### config.mk
export PLATFORM = sky130hd
export DESIGN_NAME = oh_csa_acc
export DESIGN_NICKNAME = d
export VERILOG_FILES = /design/src/rtl/oh_csa_acc.sv
export SDC_FILE = /design/constraint.sdc
export NUM_CORES = 1
export LEC_CHECK = 0
export BUFFER_PORTS_ARGS = -buffer_cell sky130_fd_sc_hd__buf_4
export CORE_ASPECT_RATIO = 0.5
export CORE_UTILIZATION = 40
export CTS_CLUSTER_DIAMETER = 50
export DETAILED_ROUTE_END_ITERATION = 8
export HOLD_SLACK_MARGIN = 0.15
export PLACE_DENSITY = 0.7
export SYNTH_ARGS = -nofsm -noshare
export SYNTH_HDL_FRONTEND = slang
export SYNTH_SLANG_ARGS = --single-unit
### constraint.sdc
create_clock -name clk -period 4.3 [get_ports clk]
set_clock_uncertainty 0.15 [all_clocks]
set_input_delay 0.43 -clock clk [delete_from_list [all_inputs] [get_ports clk]]
set_output_delay 0.43 -clock clk [all_outputs]
set_load 0.05 [all_outputs]
### src/rtl/oh_csa_acc.sv
// Multi-operand carry-save accumulator.
// Each accepted beat folds N operands into a redundant (sum, carry) pair
// through a chain of 3:2 compressors. The carry-propagate add happens only
// once per packet, in the RESOLVE state, so the per-beat path is a few XOR/majority levels
// and never a full-width adder.
module oh_csa_acc #(
  parameter int DW = 16,
  parameter int N  = 3,
  parameter int AW = 32,
  parameter int CW = 16
) (
  input  logic            clk,
  input  logic            nreset,
  input  logic            clear,
  input  logic            in_valid,
  output logic            in_ready,
  input  logic [N*DW-1:0] in_data,
  input  logic            in_last,
  output logic            out_valid,
  input  logic            out_ready,
  output logic [AW-1:0]   out_sum,
  output logic [CW-1:0]   out_count
);

  typedef enum logic [1:0] {
    ACC     = 2'd0,
    RESOLVE = 2'd1,
    HOLD    = 2'd2
  } state_t;

  state_t state_reg, state_next;

  logic [AW-1:0] s_reg, c_reg;
  logic [CW-1:0] count_reg;
  logic          out_valid_reg;
  logic [AW-1:0] out_sum_reg;
  logic [CW-1:0] out_count_reg;

  logic accept;   // beat taken this cycle
  logic resolve;  // redundant pair resolved this cycle
  logic done;     // output handshake this cycle

  // Compressor chain: stage gi folds operand gi into the running (s, c)
  // pair. With N=1 this is a single 3:2 stage.
  logic [AW-1:0] s_chain [0:N];
  logic [AW-1:0] c_chain [0:N];

  assign s_chain[0] = s_reg;
  assign c_chain[0] = c_reg;

  for (genvar gi = 0; gi < N; gi++) begin : g_csa
    logic [AW-1:0] op;
    logic [AW-1:0] maj;
    assign op  = AW'(in_data[gi*DW +: DW]);
    assign maj = (s_chain[gi] & c_chain[gi]) |
                 (s_chain[gi] & op) |
                 (c_chain[gi] & op);
    assign s_chain[gi+1] = s_chain[gi] ^ c_chain[gi] ^ op;
    // Carries move up one bit; the bit leaving the top is dropped (mod 2^AW).
    assign c_chain[gi+1] = maj << 1;
  end

  // State register.
  always_ff @(posedge clk or negedge nreset) begin
    if (!nreset) begin
      state_reg <= ACC;
    end else begin
      state_reg <= state_next;
    end
  end

  // Next-state and control decode; clear overrides every transition.
  always_comb begin
    state_next = state_reg;
    in_ready   = 1'b0;
    accept     = 1'b0;
    resolve    = 1'b0;
    done       = 1'b0;
    case (state_reg)
      ACC: begin
        in_ready = 1'b1;
        if (in_valid) begin
          accept = 1'b1;
          if (in_last) state_next = RESOLVE;
        end
      end
      RESOLVE: begin
        resolve    = 1'b1;
        state_next = HOLD;
      end
      HOLD: begin
        if (out_ready) begin
          done       = 1'b1;
          state_next = ACC;
        end
      end
      default: state_next = ACC;
    endcase
    if (clear) begin
      state_next = ACC;
      accept     = 1'b0;
      resolve    = 1'b0;
      done       = 1'b0;
    end
  end

  // Accumulator, beat counter and result registers.
  always_ff @(posedge clk or negedge nreset) begin
    if (!nreset) begin
      s_reg         <= '0;
      c_reg         <= '0;
      count_reg     <= '0;
      out_valid_reg <= 1'b0;
      out_sum_reg   <= '0;
      out_count_reg <= '0;
    end else if (clear) begin
      // The last result stays visible on out_sum/out_count.
      s_reg         <= '0;
      c_reg         <= '0;
      count_reg     <= '0;
      out_valid_reg <= 1'b0;
    end else begin
      if (accept) begin
        s_reg     <= s_chain[N];
        c_reg     <= c_chain[N];
        count_reg <= (count_reg == {CW{1'b1}}) ? count_reg : count_reg + CW'(1);
      end
      if (resolve) begin
        out_sum_reg   <= s_reg + c_reg;
        out_count_reg <= count_reg;
        out_valid_reg <= 1'b1;
      end
      if (done) begin
        s_reg         <= '0;
        c_reg         <= '0;
        count_reg     <= '0;
        out_valid_reg <= 1'b0;
      end
    end
  end

  assign out_valid = out_valid_reg;
  assign out_sum   = out_sum_reg;
  assign out_count = out_count_reg;

endmodule

==> After elaboration in Yosys (flattened, before gate mapping) <==
Index checks and enable logic that the tools add are counted.
{ "word_totals": {"ff_bits": 131, "word_cells": 71} }
{ "classes": {"add_sub_neg": 2, "eq_ne": 7, "n_mux": 27, "n_bitwise": 22, "n_reduce_logical": 6} }
{ "op_table": {"columns": ["op", "n"], "rows": [
  ["two-way mux 32 bit", 6],
  ["AND 31 x 16 -> 31 bit", 6],
  ["bitwise OR 31 bit", 6],
  ["bitwise XOR 32 x 16 -> 32 bit", 3],
  ["bitwise XOR 32 bit", 3],
  ["AND 31 bit", 3],
  ["two-way mux 16 bit", 4],
  ["adder 32 bit", 1],
  ["adder 16 x 1 -> 16 bit, second input constant", 1],
  ["equality test 16 bit, second input constant", 1],
  ["two-way mux 1 bit", 12],
  ["!= test 3 bit, second input constant", 4],
  ["two-way mux 2 bit", 4],
  ["case mux 2 bit (3 select lines)", 1],
  ["nonzero test 3 bit", 2],
  ["AND reduction 2 bit", 2],
  ["AND reduction 3 bit", 1],
  ["equality test 2 x 1 -> 1 bit, second input constant", 1],
  ["equality test 2 bit, second input constant", 1],
  ["logical NOT 2 bit", 1],
  ["NOT 1 bit", 1]
]} }

==> Logic depth before layout (Yosys ltp) <==
{ "logic_depth": {"word_depth": 12, "ltp_mapped": 10, "mapped_depth_nobuf": 10} }

==> Worst setup path after synthesis <==
Ideal clock, no wire load.
{ "synth_path": {"path_type": "register -> register", "from": "register c_reg[12]", "to": "register out_sum_reg[31], in the netlist out_sum[31]", "setup_ns": 0.120, "t_arrival_ns": 2.268, "slack_ns": 1.761, "path_stages_with_launch": 9, "n_path_buf": 0, "cell_sequence": "dfrtp_1 > ha_1 > a21o_1 > a21o_1 > a221o_1 > a31oi_4 > o31ai_1 > or4_1 > o211a_1"} }
{ "synth_between": {"elab_chain_len": 1} }
{ "synth_lines": {"columns": ["element", "line_no", "source"], "rows": [
  ["from (decl)", "33", "logic [AW-1:0] s_reg, c_reg;"],
  ["from (signal assigned)", "125", "c_reg <= c_chain[N];"],
  ["adder 32 bit", "129", "out_sum_reg <= s_reg + c_reg;"],
  ["to (signal assigned)", "129", null],
  ["to (decl)", "36", "logic [AW-1:0] out_sum_reg;"]
]} }
Every way passes these cells.
A chain may end at the register's enable or synchronous reset.

==> Final worst setup path <==
{ "layout_path": {"from": "register c_reg[1]", "to": "register out_sum_reg[23], in the netlist out_sum[23]"} }
Same word-level chain as after synthesis.

==> run summary <==
Sequential fraction of design power = 32.6%
Core area = 0.0206 mm²
Die H = 105 µm
Commonest non-fill, non-tap cells in the layout = 140 x nand2_1, 130 x dfrtp_1, 127 x inv_1
Clock power frac = 30.6%
CP endpoint kind = register
Initial antenna violation count = 0
Routability cong. = 0.874
First DRT Iteration DRCs = 411
Area after DPL = 0.00951 mm²
Min Hold Slack = 0.178 ns
Peak supply drop = 0.000200 V
Nets = 1150
Root Buffer = clkbuf_16
Worst Hold Class = in -> reg
GR Overflow Total = 0
Clock tree buffer depth = 2
Run status = finished, final reports clean
Slew @ Worst Pin = 1.11 ns
Final hold violation count = 0
Synth Area in Compound Gates = 14.7%
Crit Path Max Fanout = 4
Worst EP required = 4.41 ns
Post-Syn Instances = 872
Worst reg2reg endpoint = out_sum[23]
DRT Pass-1 Iters = 5
Top_reg_cell synth = dfrtp_1
Die ar. = 0.0218 mm²
Leakage power = 4.96 nW
Post-DR wirelength/cell = 15.5 µm
Fin. max-slew vios = 0
Startpoint class of the critical path = register
Row count = 37
WHS Path Cells = 3
Core Util, Final = 49.1%
Die width = 208 µm
Sw frac = 38.6%
Skew-Pair Late Insertion Delay = 0.42 ns
Net Switching = 1.87 mW
Largest family of logic cells by synthesized area = adder cells
Antenna fix cells = 0
CTS tree = built
# Max-Cap Violations = 0
Most common cell after layout, fill and taps aside = nand2_1
Synthesized area per cell = 9.71 µm²
CTS buffer count = 17
Share of post-route cells with drive strength above 1 = 15.3%
First-pass GRT wire length = 33400 µm
Worst Hold Path EP = state_reg[1]
Final ANT Viol Nets = 0
Synth Area in Simple Gates = 11.6%
Num ports = 104
Number of port buffers = 103
H-tree levels = 4
Worst setup path category = reg -> reg
Fin crit share = 67.4%
Critical R2R Launch = c_reg[1]
Synth-to-layout area growth = 19.8%
Initial Utilization = 41.0%
Num Clock Sinks = 130
Mux contribution to synthesized area = 0.251%
Setup tns final = 0 ns
Comb pwr share = 36.8%
Post-Synth XOR/XNOR Area = 4.24%
Flop2flop setup slack = 1.40 ns
WP data arrival = 3.01 ns
Minimum clock period = 2.90 ns
Synth Cell Area = 0.00847 mm²
Via density = 5.14
Synth Area in Adders = 23.6%
Final instance area = 0.0101 mm²
Hold Crit Start = out_ready
Flops & latches, synth = 130
Number of synthesized flops with an enable pin = 0
Vias in the first global route = 6682
P_int = 2.97 mW
Post-synth cell types = 55
Pre-CTS setup slack = 1.51 ns
Final wirelength = 19500 µm
Seq/Total Area, Yosys = 38.4%
PwrDens = 477 mW/mm²
Via count = 6469
Worst-path clk slew = 0.06 ns
Warnings, synthesis = 0
Final WS setup = 1.40 ns
F_max = 345 MHz
Setup Viol. Count Final = 0
Total GRT Usage = 19.1%
Post-CTS setup buffers = 0
Post-synth ARST share = 100%
# DRC = 0
R2r worst-path depth = 10
Hpwl dp = 14900 µm
Largest net degree at the start of global routing = 80
Unrepaired setup endpoints after global routing = no
Rel. slew slack = 26.0%
Syn_nets = 1050
## power by group through the flow
stage	sequential (mW)	combinational [mW]	clock, mW
CTS	1.58	1.81	1.51
finish	1.58	1.78	1.48
floorplan	1.87	0.955	0
detailed placement	1.60	1.78	0
global placement	1.59	1.76	0
global route	1.60	2.03	1.56
## layout make-up
cell class / count / area [µm²]
tap: 273 / 342
sequential: 130 / 3250
fill: 1891 / 10500
timing repair buffer: 112 / 848
clock inverter: 13 / 149
inverter: 127 / 477
multi-input combinational: 584 / 4620
clock buffer: 19 / 453
## per-layer routing
layer  up-vias  GRT usage, %  share of wire (%)
met2       151          32.0                 49
met5         -             0                  0
met4         0          5.13                1.6
met1      3205          25.1                 45
met3        27          3.94                4.0
li1       3086             -                  -
## worst max path at each step
| stage | from | slack [ns] | endpoint |
|---|---|---|---|
| final | c_reg[1] | 1.40 | out_sum[23] |
| after floorplan | c_reg[12] | 1.76 | out_sum[31] |
| after detailed placement | c_reg[1] | 1.51 | out_sum[23] |
| after CTS | c_reg[1] | 1.47 | out_sum[23] |
| after global routing | c_reg[1] | 1.28 | out_sum[23] |
| after global placement | c_reg[1] | 1.60 | out_sum[23] |
## critical path: stages (launching register included)
cell,delay [ns]
dfrtp_1,0.40
ha_1,0.20
inv_1,0.06
fa_1,0.43
nor2b_1,0.19
o2111ai_1,0.17
nand2_1,0.23
a31oi_4,0.16
o41ai_2,0.48
xnor2_1,0.19
o21ai_1,0.08
## cells by family after synthesis
logic type / count (synthesis)
AO/OA/AOI/OAI: 191
XOR/XNOR: 41
adder cells (fa/ha/maj): 124
buffers and inverters: 158
flip-flops: 130
multiplexers: 2
AND/OR/NAND/NOR: 226
## synthesized netlist by cell type (all sizes together) (6+ instances only)
master	number	area, µm²
nand2	140	526
dfrtp	130	3250
inv	127	477
o21ai	82	410
ha	64	801
fa	60	1200
a22o	34	298
nor2	32	120
a21oi	28	140
clkbuf	27	101
xor2	21	184
xnor2	20	175
nand4	12	75.1
a31oi	9	71.3
nand3	9	45.0
a21o	7	52.6
nor3	6	30.0
## per-stage QoR
step	power [mW]	std cells
after floorplan	2.82	872
after global placement	3.35	1223
after detailed placement	3.39	1223
after CTS	4.90	1258
after global routing	5.20	1258
final	4.84	1258
## what timing repair did
| item | CTS | global route |
|---|---|---|
| hold endpoints to repair | 79 | 0 |
| hold buffers | 3 | 0 |
| resized for setup | 0 | 0 |
(Power assumes the default switching activity.)
